--- src/rtl/kyber_zeta_fetch_if.sv ---
// Bundles the command, ROM and zeta-stream signals of the zeta fetch unit.
// Latency: none; this interface only groups signals.
// Backpressure: z_valid/z_ready on the stream, cmd_valid/cmd_ready on commands.
interface kyber_zeta_fetch_if;
    // command side (Kyber control FSM)
    logic        cmd_valid;
    logic        cmd_ready;
    logic [7:0]  cmd_start;
    logic [8:0]  cmd_count;
    logic        cmd_dir;
    logic [7:0]  cmd_rep;
    // zeta ROM side
    logic [7:0]  rom_ad;
    logic        rom_ce;
    logic        rom_oce;
    logic        rom_reset;
    logic [11:0] rom_dout;
    // zeta stream side (butterfly unit)
    logic        z_valid;
    logic        z_ready;
    logic [11:0] z_data;
    logic [7:0]  z_addr;
    logic        z_last;
    logic        done;

    // fetch engine view
    modport master (
        input  cmd_valid, cmd_start, cmd_count, cmd_dir, cmd_rep, rom_dout, z_ready,
        output cmd_ready, rom_ad, rom_ce, rom_oce, rom_reset,
               z_valid, z_data, z_addr, z_last, done
    );

    // environment view (control FSM, ROM, butterfly)
    modport slave (
        output cmd_valid, cmd_start, cmd_count, cmd_dir, cmd_rep, rom_dout, z_ready,
        input  cmd_ready, rom_ad, rom_ce, rom_oce, rom_reset,
               z_valid, z_data, z_addr, z_last, done
    );
endinterface

--- src/rtl/kyber_zeta_fetch.sv ---
// Reads the 256x12 zeta ROM per command and streams each zeta rep times.
// Latency: command accepted in T -> first ROM read T+1 -> first z_valid T+3.
// Backpressure: z_ready stalls the head; reads throttle so the 2-entry FIFO never overflows.
module kyber_zeta_fetch (
    input  logic               clk,
    input  logic               reset,
    kyber_zeta_fetch_if.master bus
);
    typedef enum logic [1:0] {S_IDLE, S_FETCH, S_DRAIN, S_DONE} state_t;

    state_t      state_q, state_d;
    logic [7:0]  ad_q, ad_d;
    logic [8:0]  reads_left_q, reads_left_d;
    logic [8:0]  pops_left_q, pops_left_d;
    logic        dir_q, dir_d;
    logic [7:0]  rep_q, rep_d;
    logic [7:0]  rep_cnt_q, rep_cnt_d;

    // one-deep record of the read whose data returns next cycle
    logic        inflight_q;
    logic [7:0]  inflight_ad_q;

    // 2-entry return FIFO holding {data, address}
    logic [11:0] fifo_dat_q [2];
    logic [7:0]  fifo_ad_q  [2];
    logic        wr_ptr_q, rd_ptr_q;
    logic [1:0]  fifo_cnt_q;

    logic        cmd_fire, ce, emit, pop, last_rep, final_emit, vld;
    logic [2:0]  occ;

    assign vld        = (fifo_cnt_q != 2'd0);
    assign emit       = vld & bus.z_ready;
    assign last_rep   = (rep_cnt_q == rep_q - 8'd1);
    assign pop        = emit & last_rep;
    assign final_emit = pop & (pops_left_q == 9'd1);
    assign cmd_fire   = bus.cmd_valid & bus.cmd_ready;

    // occupancy after this cycle's pop; a new read is allowed only if its data will fit
    assign occ = {1'b0, fifo_cnt_q} + {2'b0, inflight_q} - {2'b0, pop};
    assign ce  = (state_q == S_FETCH) && (reads_left_q != 9'd0) && (occ < 3'd2);

    assign bus.cmd_ready = (state_q == S_IDLE) && !reset;
    assign bus.rom_ad    = ad_q;
    assign bus.rom_ce    = ce;
    assign bus.rom_oce   = 1'b1;
    assign bus.rom_reset = reset;
    assign bus.z_valid   = vld;
    assign bus.z_data    = fifo_dat_q[rd_ptr_q];
    assign bus.z_addr    = fifo_ad_q[rd_ptr_q];
    assign bus.z_last    = vld & last_rep & (pops_left_q == 9'd1);
    assign bus.done      = (state_q == S_DONE);

    // next-state, command latching, address walk and repeat counting
    always_comb begin
        state_d      = state_q;
        ad_d         = ad_q;
        reads_left_d = reads_left_q;
        pops_left_d  = pops_left_q;
        dir_d        = dir_q;
        rep_d        = rep_q;
        rep_cnt_d    = rep_cnt_q;
        case (state_q)
            S_IDLE: begin
                if (cmd_fire) begin
                    ad_d         = bus.cmd_start;
                    reads_left_d = bus.cmd_count;
                    pops_left_d  = bus.cmd_count;
                    dir_d        = bus.cmd_dir;
                    rep_d        = (bus.cmd_rep == 8'd0) ? 8'd1 : bus.cmd_rep;
                    rep_cnt_d    = 8'd0;
                    state_d      = (bus.cmd_count == 9'd0) ? S_DONE : S_FETCH;
                end
            end
            S_FETCH: if (ce && reads_left_q == 9'd1) state_d = S_DRAIN;
            S_DRAIN: if (final_emit) state_d = S_DONE;
            S_DONE:  state_d = S_IDLE;
            default: state_d = S_IDLE;
        endcase
        if (ce) begin
            ad_d         = dir_q ? (ad_q - 8'd1) : (ad_q + 8'd1);
            reads_left_d = reads_left_q - 9'd1;
        end
        if (emit) rep_cnt_d = last_rep ? 8'd0 : (rep_cnt_q + 8'd1);
        if (pop)  pops_left_d = pops_left_q - 9'd1;
    end

    // control state registers
    always_ff @(posedge clk) begin
        if (reset) begin
            state_q      <= S_IDLE;
            ad_q         <= 8'd0;
            reads_left_q <= 9'd0;
            pops_left_q  <= 9'd0;
            dir_q        <= 1'b0;
            rep_q        <= 8'd0;
            rep_cnt_q    <= 8'd0;
        end else begin
            state_q      <= state_d;
            ad_q         <= ad_d;
            reads_left_q <= reads_left_d;
            pops_left_q  <= pops_left_d;
            dir_q        <= dir_d;
            rep_q        <= rep_d;
            rep_cnt_q    <= rep_cnt_d;
        end
    end

    // ROM return capture into the FIFO; reset drops any read still in flight
    always_ff @(posedge clk) begin
        if (reset) begin
            inflight_q    <= 1'b0;
            inflight_ad_q <= 8'd0;
            fifo_dat_q[0] <= 12'd0;
            fifo_dat_q[1] <= 12'd0;
            fifo_ad_q[0]  <= 8'd0;
            fifo_ad_q[1]  <= 8'd0;
            wr_ptr_q      <= 1'b0;
            rd_ptr_q      <= 1'b0;
            fifo_cnt_q    <= 2'd0;
        end else begin
            inflight_q <= ce;
            if (ce) inflight_ad_q <= ad_q;
            if (inflight_q) begin
                fifo_dat_q[wr_ptr_q] <= bus.rom_dout;
                fifo_ad_q[wr_ptr_q]  <= inflight_ad_q;
                wr_ptr_q             <= ~wr_ptr_q;
            end
            if (pop) rd_ptr_q <= ~rd_ptr_q;
            fifo_cnt_q <= fifo_cnt_q + {1'b0, inflight_q} - {1'b0, pop};
        end
    end
endmodule

--- src/flat_wrapper.sv ---
// flat-port wrapper written by rule: the top's interface ports become plain ports
module kyber_zeta_fetch_flat 
  (clk, reset, bus_cmd_valid, bus_cmd_start, bus_cmd_count, bus_cmd_dir, bus_cmd_rep, bus_rom_dout, bus_z_ready, bus_cmd_ready, bus_rom_ad, bus_rom_ce, bus_rom_oce, bus_rom_reset, bus_z_valid, bus_z_data, bus_z_addr, bus_z_last, bus_done);
  kyber_zeta_fetch_if bus_i ();
  input  logic clk;
  input  logic reset;
  input wire logic [$bits(bus_i.cmd_valid)-1:0] bus_cmd_valid;
  input wire logic [$bits(bus_i.cmd_start)-1:0] bus_cmd_start;
  input wire logic [$bits(bus_i.cmd_count)-1:0] bus_cmd_count;
  input wire logic [$bits(bus_i.cmd_dir)-1:0] bus_cmd_dir;
  input wire logic [$bits(bus_i.cmd_rep)-1:0] bus_cmd_rep;
  input wire logic [$bits(bus_i.rom_dout)-1:0] bus_rom_dout;
  input wire logic [$bits(bus_i.z_ready)-1:0] bus_z_ready;
  output wire logic [$bits(bus_i.cmd_ready)-1:0] bus_cmd_ready;
  output wire logic [$bits(bus_i.rom_ad)-1:0] bus_rom_ad;
  output wire logic [$bits(bus_i.rom_ce)-1:0] bus_rom_ce;
  output wire logic [$bits(bus_i.rom_oce)-1:0] bus_rom_oce;
  output wire logic [$bits(bus_i.rom_reset)-1:0] bus_rom_reset;
  output wire logic [$bits(bus_i.z_valid)-1:0] bus_z_valid;
  output wire logic [$bits(bus_i.z_data)-1:0] bus_z_data;
  output wire logic [$bits(bus_i.z_addr)-1:0] bus_z_addr;
  output wire logic [$bits(bus_i.z_last)-1:0] bus_z_last;
  output wire logic [$bits(bus_i.done)-1:0] bus_done;
  assign bus_i.cmd_valid = bus_cmd_valid;
  assign bus_i.cmd_start = bus_cmd_start;
  assign bus_i.cmd_count = bus_cmd_count;
  assign bus_i.cmd_dir = bus_cmd_dir;
  assign bus_i.cmd_rep = bus_cmd_rep;
  assign bus_i.rom_dout = bus_rom_dout;
  assign bus_i.z_ready = bus_z_ready;
  assign bus_cmd_ready = bus_i.cmd_ready;
  assign bus_rom_ad = bus_i.rom_ad;
  assign bus_rom_ce = bus_i.rom_ce;
  assign bus_rom_oce = bus_i.rom_oce;
  assign bus_rom_reset = bus_i.rom_reset;
  assign bus_z_valid = bus_i.z_valid;
  assign bus_z_data = bus_i.z_data;
  assign bus_z_addr = bus_i.z_addr;
  assign bus_z_last = bus_i.z_last;
  assign bus_done = bus_i.done;
  kyber_zeta_fetch u_core (.clk(clk), .reset(reset), .bus(bus_i));
endmodule
--- config.mk ---
export PLATFORM = sky130hd
export DESIGN_NAME = kyber_zeta_fetch_flat
export DESIGN_NICKNAME = d
export VERILOG_FILES = /design/src/rtl/kyber_zeta_fetch_if.sv /design/src/rtl/kyber_zeta_fetch.sv /design/src/flat_wrapper.sv
export SDC_FILE = /design/constraint.sdc
export NUM_CORES = 1
export LEC_CHECK = 0
export ABC_AREA = 1
export CAP_MARGIN = 10
export CORE_ASPECT_RATIO = 0.8
export CORE_MARGIN = 5
export CORE_UTILIZATION = 38
export DETAILED_ROUTE_END_ITERATION = 10
export SLEW_MARGIN = 10
export SYNTH_ARGS = -nofsm -noshare
export SYNTH_HDL_FRONTEND = slang
export SYNTH_SLANG_ARGS = --single-unit
--- constraint.sdc ---
create_clock -name clk -period 3.7 [get_ports clk]
set_clock_uncertainty 0.2 [all_clocks]
set_input_delay 0.37 -clock clk [delete_from_list [all_inputs] [get_ports clk]]
set_output_delay 0.37 -clock clk [all_outputs]
set_load 0.01 [all_outputs]
# --- Word level (Yosys, flattened, before mapping) ---
# Memory sizes are Yosys's and may differ from the RTL's. A register that Yosys moved wholly into a read port is not among the register bits.
# Index checks and enable logic that the tools add are counted.
totals:
  ff_bits: 58
  n_memories: 2
  romBits: 0
  latch_bits: 0
  wordCells: 98
  mem_bits_rw: 40
  in_bits: 42
  out_inout_bits: 35
classes:
  div_mod_pow: 0
  n_bitwise: 8
  n_shift: 0
  n_reduce_logical: 23
  magnitude_cmp: 1
  n_eq_ne: 9
  mux: 33
  n_addsub: 10
  multipliers: 0
mem_list:
  columns: ["memory", "depth", "width", "read_ports", "rd_clocked_by_memory_dff", "write_ports", "line", "rtl"]
  rows:
  - ["u_core.fifo_dat_q", 2, 12, 1, 1, 2, "kyber_zeta_fetch.sv:24", "logic [11:0] fifo_dat_q [2];"]
  - ["u_core.fifo_ad_q", 2, 8, 1, 1, 2, "kyber_zeta_fetch.sv:25", "logic [7:0] fifo_ad_q [2];"]
ops:
  columns: ["operator", "n"]
  rows:
  - ["$mux W8", 10]
  - ["$mux W9", 4]
  - ["$eq A9 B1 Y1 const B", 2]
  - ["$sub A9 B1 Y9 const B", 2]
  - ["$add A8 B1 Y8 const B", 2]
  - ["$sub A8 B1 Y8 const B", 2]
  - ["$reduce_bool A2 Y1", 7]
  - ["$mux W1", 13]
  - ["$mux W12", 1]
  - ["$reduce_or A12 Y1", 1]
  - ["$logic_not A9 Y1", 1]
  - ["$reduce_bool A9 Y1", 1]
  - ["$eq A8 B8 Y1", 1]
  - ["$logic_not A8 Y1", 1]
  - ["$mux W2", 4]
  - ["$pmux W2 S4", 1]
  - ["$reduce_and A2 Y1", 4]
  - ["$reduce_or A8 Y1", 1]
  - ["$and A1 B1 Y1", 6]
  - ["$eq A2 B2 Y1 const B", 2]
  - ["$logic_and A1 B1 Y1", 4]
  - ["$ne A2 B1 Y1 const B", 2]
  - ["$add A2 B1 Y3", 1]
  - ["$lt A3 B2 Y1 const B", 1]
  - ["other kinds (9)", 10]

# --- Logic depth before layout (Yosys ltp) ---
# Gate-level depths: netlist of the first run.
depth:
  ltp_word: 9
  depth_mapped: 25
  mapped_depth_nobuf: 24

# --- Worst setup path after synthesis of the first run ---
# No wires, ideal clock.
synth_path:
  path_type: "flip-flop to flip-flop"
  start: "register u_core.rep_q[0]"
  end: "register u_core.ad_q[7] (netlist: u_core.bus.rom_ad[7])"
  arrival_ps: 3074
  stages_incl_launch_ff: 26
  setup_time_ps: 113
  required_time_ps: 3387
  path_buffers: 2
  period_less_slack_ps: 3388
  setup_slack_ps: 312
  path_cell_list: "dfxtp_1 > inv_1 > ha_1 > inv_1 > nand2_1 > nand2_1 > nand2_1 > nor2_1 > nand3_1 > nor2_2 > nand3_2 > buf_6 > nand2_1 > nand2_1 > ha_1 > fa_1 > inv_1 > nand3_1 > nor2_1 > nand2_1 > buf_4 > nand2_2 > inv_1 > a22o_1 > nand2_1 > nand2_1"
synth_via:
  elab_chain_cells: 8
  word_cells_on_any_way: 10
  cone_classes: "2 x add/sub; 1 x order compare; 1 x eq/ne; 1 x mux; 1 x bitwise; 4 x reduce/logical"
synth_rtl:
  columns: ["element", "line", "rtl"]
  rows:
  - ["start: declaration", "kyber_zeta_fetch.sv:16", "logic [7:0] rep_q, rep_d;"]
  - ["start signal: assignment", "kyber_zeta_fetch.sv:104", "rep_q <= rep_d;"]
  - ["$sub A8 B1 Y8 (*)", "kyber_zeta_fetch.sv:34", "assign last_rep = (rep_cnt_q == rep_q - 8'd1);"]
  - ["$eq A8 B8 Y1 (*)", "kyber_zeta_fetch.sv:34", null]
  - ["$and A1 B1 Y1 (*)", "kyber_zeta_fetch.sv:35", "assign pop = emit & last_rep;"]
  - ["$sub A3 B1 Y3 (*)", "kyber_zeta_fetch.sv:40", "assign occ = {1'b0, fifo_cnt_q} + {2'b0, inflight_q} - {2'b0, pop};"]
  - ["net u_core.occ[1]", "kyber_zeta_fetch.sv:30", "logic [2:0] occ;"]
  - ["$lt A3 B2 Y1 (*)", "kyber_zeta_fetch.sv:41", "assign ce = (state_q == S_FETCH) && (reads_left_q != 9'd0) && (occ < 3'd2);"]
  - ["$logic_and A1 B1 Y1 (*)", "kyber_zeta_fetch.sv:41", null]
  - ["$reduce_bool A2 Y1 (no source line)", null, null]
  - ["$reduce_and A2 Y1 (no source line)", null, null]
  - ["end signal: assignment", "kyber_zeta_fetch.sv:92", "ad_q <= 8'd0;"]
  - ["end signal: assignment", "kyber_zeta_fetch.sv:100", "ad_q <= ad_d;"]
  - ["end: declaration", "kyber_zeta_fetch.sv:12", "logic [7:0] ad_q, ad_d;"]
# Mark *: on every way through the listed nets, which the timed path passes. The rest lies on a longest branch.
# A chain may end at the register's enable or synchronous reset.

# --- Final worst setup path of the first run ---
layout_path:
  start: "register u_core.rep_q[1]"
  end: "output bus_rom_ce"
layout_via:
  elab_chain_cells: 6
layout_rtl:
  columns: ["element", "line", "rtl"]
  rows:
  - ["$sub A8 B1 Y8", "kyber_zeta_fetch.sv:34", null]
  - ["$eq A8 B8 Y1", "kyber_zeta_fetch.sv:34", null]
  - ["$and A1 B1 Y1", "kyber_zeta_fetch.sv:35", null]
  - ["$sub A3 B1 Y3", "kyber_zeta_fetch.sv:40", null]
  - ["net u_core.occ[1]", "kyber_zeta_fetch.sv:30", null]
  - ["$lt A3 B2 Y1", "kyber_zeta_fetch.sv:41", null]
  - ["$logic_and A1 B1 Y1", "kyber_zeta_fetch.sv:41", null]
  - ["end: declaration", "flat_wrapper.sv:16", "output wire logic [$bits(bus_i.rom_ce)-1:0] bus_rom_ce;"]
# The timed path passes the listed nets, and every way through them passes these cells.

==> results of run 1 <==
==> layout make-up <==
type                            instances  area [sq um]
Clock buffer                           10           229
Clock inverter                          6          47.5
Fill cell                            1299          6930
Inverter                               83           313
Multi-Input combinational cell        429          2390
Sequential cell                        99          2380
Tap cell                              180           225
Timing Repair Buffer                   96           941
==> cells by family after synthesis <==
group | Yosys count
xor gates and xnor gates | 18
DFF | 99
adders and majority gates | 19
and+or+nand+nor | 265
muxes | 20
AOI/OAI and AO/OA | 106
other | 1
buffers and inverters | 106
==> how the worst min path moves through the flow <==
stage / from / to / slack, ps / cells after the start
global route: u_core.reads_left_q[0] / u_core.reads_left_q[0] / 290 / 1
CTS: u_core.reads_left_q[0] / u_core.reads_left_q[0] / 270 / 1
finish: u_core.reads_left_q[0] / u_core.reads_left_q[0] / 270 / 1
global placement: u_core.pops_left_q[0] / u_core.pops_left_q[0] / 250 / 1
floorplan: u_core.pops_left_q[0] / u_core.pops_left_q[0] / 230 / 1
detailed placement: u_core.reads_left_q[0] / u_core.reads_left_q[0] / 260 / 1
==> metal layers <==
| layer | vias up | track usage | share of wire |
|---|---|---|---|
| met1 | 2103 | 0.206 | 0.46 |
| li1 | 2250 | - | - |
| met2 | 118 | 0.277 | 0.46 |
| met5 | - | 0 | 0 |
| met4 | 0 | 0.0516 | 0.016 |
| met3 | 17 | 0.0493 | 0.060 |
==> metrics by stage <==
step	power [mW]	hold WS [ps]	util
floorplan	2.22	234	-
global placement	2.58	247	0.455
detailed placement	2.61	260	0.455
CTS	3.52	270	0.479
global route	3.83	292	0.485
finish	3.58	267	0.485
==> power breakdown <==
| group | switching [mW] | internal, mW | leakage [nW] |
|---|---|---|---|
| sequential | 0.123 | 1.29 | 0.895 |
| combinational | 0.717 | 0.558 | 1.64 |
| clock | 0.424 | 0.464 | 0.134 |
==> placed cells by master, fill, tap and decap left out, types with 2 or more instances in the layout <==
master / Yosys / layout
inv_6: 0 / 3
clkinv_2: 0 / 2
o211ai_1: 5 / 5
clkdlybuf4s50_1: 0 / 74
o21ai_2: 4 / 4
nand3_2: 1 / 2
a21oi_1: 42 / 42
xor2_1: 8 / 8
mux2_2: 20 / 20
buf_4: 4 / 17
buf_8: 0 / 2
buf_6: 2 / 2
o31ai_1: 2 / 2
nor2_1: 79 / 78
a31oi_1: 6 / 6
xnor2_1: 10 / 10
nand4_1: 9 / 9
nand2_2: 4 / 5
inv_2: 2 / 8
o21ai_0: 34 / 31
nor3_1: 9 / 9
nor4_1: 2 / 2
clkbuf_16: 0 / 9
ha_1: 17 / 15
fa_1: 2 / 2
nand3_1: 34 / 33
inv_1: 79 / 73
nor2_2: 5 / 6
edfxtp_1: 40 / 40
o21ai_1: 4 / 7
a22oi_1: 3 / 2
dfxtp_2: 0 / 2
nand2_1: 116 / 115
or2_2: 6 / 6
dfxtp_1: 59 / 57
==> worst reg2reg max path: stages, from the launching register on <==
cell	delay (ps)
dfxtp_2	320
buf_4	130
nor2_2	140
nand2_1	80
inv_1	70
nand3_1	70
nand2_1	80
nand2_1	60
nor2_2	170
nand2_1	110
inv_2	70
nand4_1	100
nand2_1	90
ha_2	170
fa_1	430
inv_2	80
nand3_2	70
nor2_2	120
nand2_2	90
clkinv_2	70
buf_6	110
buf_12	110
nand2_1	60
or2_2	280
a31oi_1	160
==> state kept, by name (all words and copies together) (netlist names), named ones only <==
register / flops
u_core.rep_cnt_q: 8
u_core.wr_ptr_q: 1
u_core.fifo_cnt_q: 2
u_core.rd_ptr_q: 1
u_core.rep_q: 8
u_core.dir_q: 1
u_core.inflight_ad_q: 8
u_core.state_q: 2
u_core.fifo_dat_q: 24
u_core.fifo_ad_q: 16
u_core.inflight_q: 1
u_core.bus.rom_ad: 8
u_core.reads_left_q: 9
u_core.pops_left_q: 9
==> what timing repair did <==
| item | CTS | global route |
|---|---|---|
| hold buffers | 0 | 0 |
| pin swaps | 4 | 13 |
| setup buffers | 3 | 6 |
| resized for setup | 6 | 25 |
| endpoints found under the setup margin | 1 | 27 |
==> impl_results.md, run 1 <==
- CP dominant cell by count: nand2_1
- Reg-to-Reg Start: u_core.rep_q[1]
- Post-synthesis cell count: 634
- VDD IR max: 0.264 mV
- Synth unique cells: 40
- Slew Limit Fails: 0
- Synth warn: 0
- Core Box Area: 13500 sq um
- Worst path required time: 3130 ps
- Via count: 4488
- Startpoint types: register
- First-pass GRT wire length: 21300 um
- RD Place Congestion: 0.862
- Row cnt: 38
- Mux cell area share after synthesis: 0.0435
- I/O Buffers: 75
- Worst setup path start: u_core.rep_q[1]
- # nets final: 779
- Share of flip-flops with an asynchronous set or reset: 0
- Pre-antenna DRT Iters: 5
- CTS tree: done
- Placed instance area: 6120 sq um
- Antenna Violating Nets Remaining: 0
- Worst reg-to-reg setup slack: 200 ps
- Initial antenna violation count: 0
- Final Setup Violations: 0
- Critical path type: reg2out
- Die Wd: 140 um
- Hold WC Path Type: reg2reg
- Static Leak: 2.67 nW
- Post-synthesis compound-gate area fraction: 0.116
- Adder-Cell Fraction of Synth Area: 0.0489
- CTS clk-pin slew, worst paths: 70 ps
- Most frequent cell after synthesis: nand2_1
- Die area: 16100 sq um
- Critical path arrival: 2950 ps
- Setup crit end kind: primary output
- Dominant cell type by area after synthesis: edfxtp_1
- Highest-delay cell along the critical path: fa_1
- CP bufs+invs: 6
- FF-to-FF End: u_core.reads_left_q[2]
- Post-synth EDFFs: 40
- CTS Buffer Depth: 2
- Clk sinks: 99
- Post-Syn Nets: 695
- Post-Syn Area: 5170 sq um
- Final min period: 3520 ps
- Status: complete, no violations
- Placed cell count: 879
- CP max stage delay: 430 ps
- Layout cells sized above 1: 0.130
- Die height: 114 um
- Family with the most delay on the worst path: simple AND/OR/NAND/NOR gates
- Xor-xnor portion of the synthesized cell area: 0.0305
- Initial Utilization: 0.384
- I/O pins: 77
- #FFs+latches synth: 99
- Post-synthesis simple-gate area fraction: 0.216
- Critical path peak fanout: 3
- Vias in the first global route: 4528
- HPWL after DPL: 9320 um
- PnR worst setup slack: 175 ps
- R2r worst-path depth: 24
- Actual slew at the worst max-slew pin: 938 ps
- Residual overflow from global routing: 0
- Critical Path, Cell by Cell: buf_4 -> nor2_2 -> nand2_1 -> inv_1 -> nand3_1 -> nand2_1 -> nand2_1 -> nor2_2 -> nand2_1 -> inv_2 -> nand4_1 -> nand2_1 -> ha_2 -> fa_1 -> inv_2 -> nand3_2 -> nor2_2 -> nand2_2 -> clkinv_2 -> buf_6
- Final number of hold-violating endpoints: 0
- # DRC: 0
- Overall Global Routing Usage: 0.165
- H-tree depth: 3
- Top cells by area, synth: edfxtp_1 (23%), dfxtp_1 (23%), nand2_1 (8.4%)
- CTS Root Cell: clkbuf_16
- Post-synthesis sequential area ratio: 0.461
- RSZ-0062 raised after global routing: yes
- Largest net degree at the start of global routing: 36
- Worst slew margin relative to its limit: 0.373
- Max-Cap Viols: 0
- Fin area: 6530 sq um
- Critical Path Stages: 20
- Average size of a mapped cell: 8.16 sq um
- Post-Layout Cell Count: 903
- Share of the synthesized area in the top cell type: 0.232
- Crit path capture: bus_rom_ce
- Post-DR wirelength/cell: 14.4 um
- Synth cell count leaders: nand2_1 (116), inv_1 (79), nor2_1 (79), dfxtp_1 (59), a21oi_1 (42)
- CTS buffer count: 9
- Starting DRT DRC Count: 235
- Period utilization: 0.953
- Pwr/cell area: 548 nW/um^2
- Area growth syn-to-layout: 26.2%
- Ant diodes: 0
- Setup_tns: 0 ps
- Clk_lat worst skew: 350 ps
- Primary FF master, synth: dfxtp_1
- Dpl ws: 21.9 ps
- Wirelength, routed: 13000 um
- Via density: 4.97
- Largest family of logic cells by synthesized area: simple AND/OR/NAND/NOR gates
- Fmax: 284 MHz
Note: power is estimated with default switching activity, not from simulation.
==> inputs of run 2 (changes only) <==
--- a/config.mk
+++ b/config.mk
@@ -11,7 +11,8 @@
 export CORE_MARGIN = 5
 export CORE_UTILIZATION = 38
 export DETAILED_ROUTE_END_ITERATION = 10
-export SLEW_MARGIN = 10
+export GPL_ROUTABILITY_DRIVEN = 0
+export SLEW_MARGIN = 15
 export SYNTH_ARGS = -nofsm -noshare
 export SYNTH_HDL_FRONTEND = slang
 export SYNTH_SLANG_ARGS = --single-unit
==> run 2 against run 1 <==
Against the previous run: via count about the same; final cell count down 0.33%; clock-buffer cell count unchanged; first-iteration DRC count up 0.85%; critical path depth up 1; critical path type unchanged.
==> impl_results.md, run 2 (synthesized netlist as in run 1, its figures left out) <==
- Status: complete, no violations
- CTS Buffer Depth: 2
- Critical path arrival: 2940 ps
- Fillers: 1284
- I/O Buffers: 75
- Initial Utilization: 0.384
- Residual overflow from global routing: 0
- Met3 Use GR: 0.0484
- Die area: 16100 sq um
- Post-Layout Cell Count: 900
- HPWL after DPL: 9290 um
- I/O pins: 77
- Placed instance area: 6120 sq um
- Period utilization: 0.947
- Placed cell count: 879
- Initial antenna violation count: 0
- Worst path required time: 3130 ps
- Critical path type: reg2out
- # nets final: 776
- Ant diodes: 0
- Final number of hold-violating endpoints: 0
- CTS Root Cell: clkbuf_16
- Max reg flops: 24
- Clk_lat worst skew: 350 ps
- Top Registers: u_core.fifo_dat_q x24, u_core.fifo_ad_q x16
- CTS tree: done
- Most frequent cells in the layout: nand2_1 (115), nor2_1 (79), inv_1 (75)
- Commonest non-fill, non-tap cell in the layout: nand2_1
- Global route hottest layer: met2
- Pwr Total: 3.52 mW
- Via count: 4487
- Startpoint types: register
- Actual slew at the worst max-slew pin: 929 ps
- Die Wd: 140 um
- CTS buffer count: 9
- First-pass GRT wire length: 21100 um
- Hold WC Path Type: reg2reg
- Pre-antenna DRT Iters: 5
- Wirelength, routed: 12800 um
- Fmax: 285 MHz
- Pwr/cell area: 543 nW/um^2
- Slew Limit Fails: 0
- Final min period: 3510 ps
- CTS clk-pin slew, worst paths: 70 ps
- Max-Cap Viols: 0
- Largest net degree at the start of global routing: 36
- Starting DRT DRC Count: 237
- GR Layer Usage met1: 0.208
- Via density: 4.99
- Vias in the first global route: 4312
- Post-DR wirelength/cell: 14.2 um
- Antenna Violating Nets Remaining: 0
- H-tree depth: 3
- Fin area: 6480 sq um
- Die height: 114 um
- # DRC: 0
- GR Util met2: 0.273
- Critical path peak fanout: 2
- Largest register by flop count: u_core.fifo_dat_q
- VDD IR max: 0.295 mV
- Core Box Area: 13500 sq um
- Row cnt: 38
- Layout cells sized above 1: 0.119
- Setup crit end kind: primary output
- Area growth syn-to-layout: 25.3%
- Hold-fix buffers at CTS: 0
- Clk sinks: 99
- Multi-input gate area: 2390 sq um
- Static Leak: 2.65 nW
- Worst slew margin relative to its limit: 0.380
- Overall Global Routing Usage: 0.163
- FF/Latch Area: 2380 sq um
- Final Setup Violations: 0
==> run 2: worst paths after layout <==
path / from / end / slack [ps] / depth (start not counted)
max: u_core.rep_q[0] / bus_rom_ce / 190 / 21
min reg2reg: u_core.reads_left_q[0] / u_core.reads_left_q[0] / 270 / 1
max reg2reg: u_core.rep_q[0] / u_core.reads_left_q[2] / 220 / 24
min: u_core.reads_left_q[0] / u_core.reads_left_q[0] / 270 / 1
==> run 2: through the flow <==
step	util	TNS [ps]	worst slack (ps)	hold WS (ps)
after floorplan	-	0	312	234
after global placement	0.455	0	74.1	253
after detailed placement	0.455	0	16.2	258
after CTS	0.477	0	30.2	268
after global routing	0.482	-32.2	-15.2	310
final	0.482	0	195	265
==> run 2: power by group <==
group | switching, mW | internal, mW
sequential | 0.122 | 1.29
clock | 0.424 | 0.464
combinational | 0.700 | 0.514
==> run 2: critical path: stages, from the launching register on <==
cell     delay, ps
dfxtp_2        340
inv_2           50
ha_4           230
inv_1           50
nand2_1         40
nand2_1         60
nand2_1         50
nor2_1          70
nand3_1         90
nor2_2         110
buf_4          120
nand3_2         70
nand2_1         60
nand2_1         60
ha_2           180
fa_1           460
inv_2           80
nand3_2         80
nor2_1         100
nand2_1        120
inv_2           80
buf_6          100
==> run 2: what timing repair did <==
| action | CTS | global route |
|---|---|---|
| setup endpoints to repair | 1 | 19 |
| buffers inserted | 3 | 2 |
| gates resized for setup | 6 | 14 |
| pin swaps | 5 | 9 |
==> run 2: area by class of cell <==
type / instances / share of cell area
Sequential cell: 99 / 0.368
Timing Repair Buffer: 93 / 0.137
Multi-Input combinational cell: 429 / 0.369
Clock inverter: 6 / 0.00753
Inverter: 83 / 0.0481
Tap cell: 180 / 0.0348
Clock buffer: 10 / 0.0353
==> run 2: metal layers <==
layer / vias to the layer above / routed length, um
met5: - / 0
met4: 0 / 136
met3: 15 / 779
met2: 120 / 6050
met1: 2108 / 5830
li1: 2244 / -
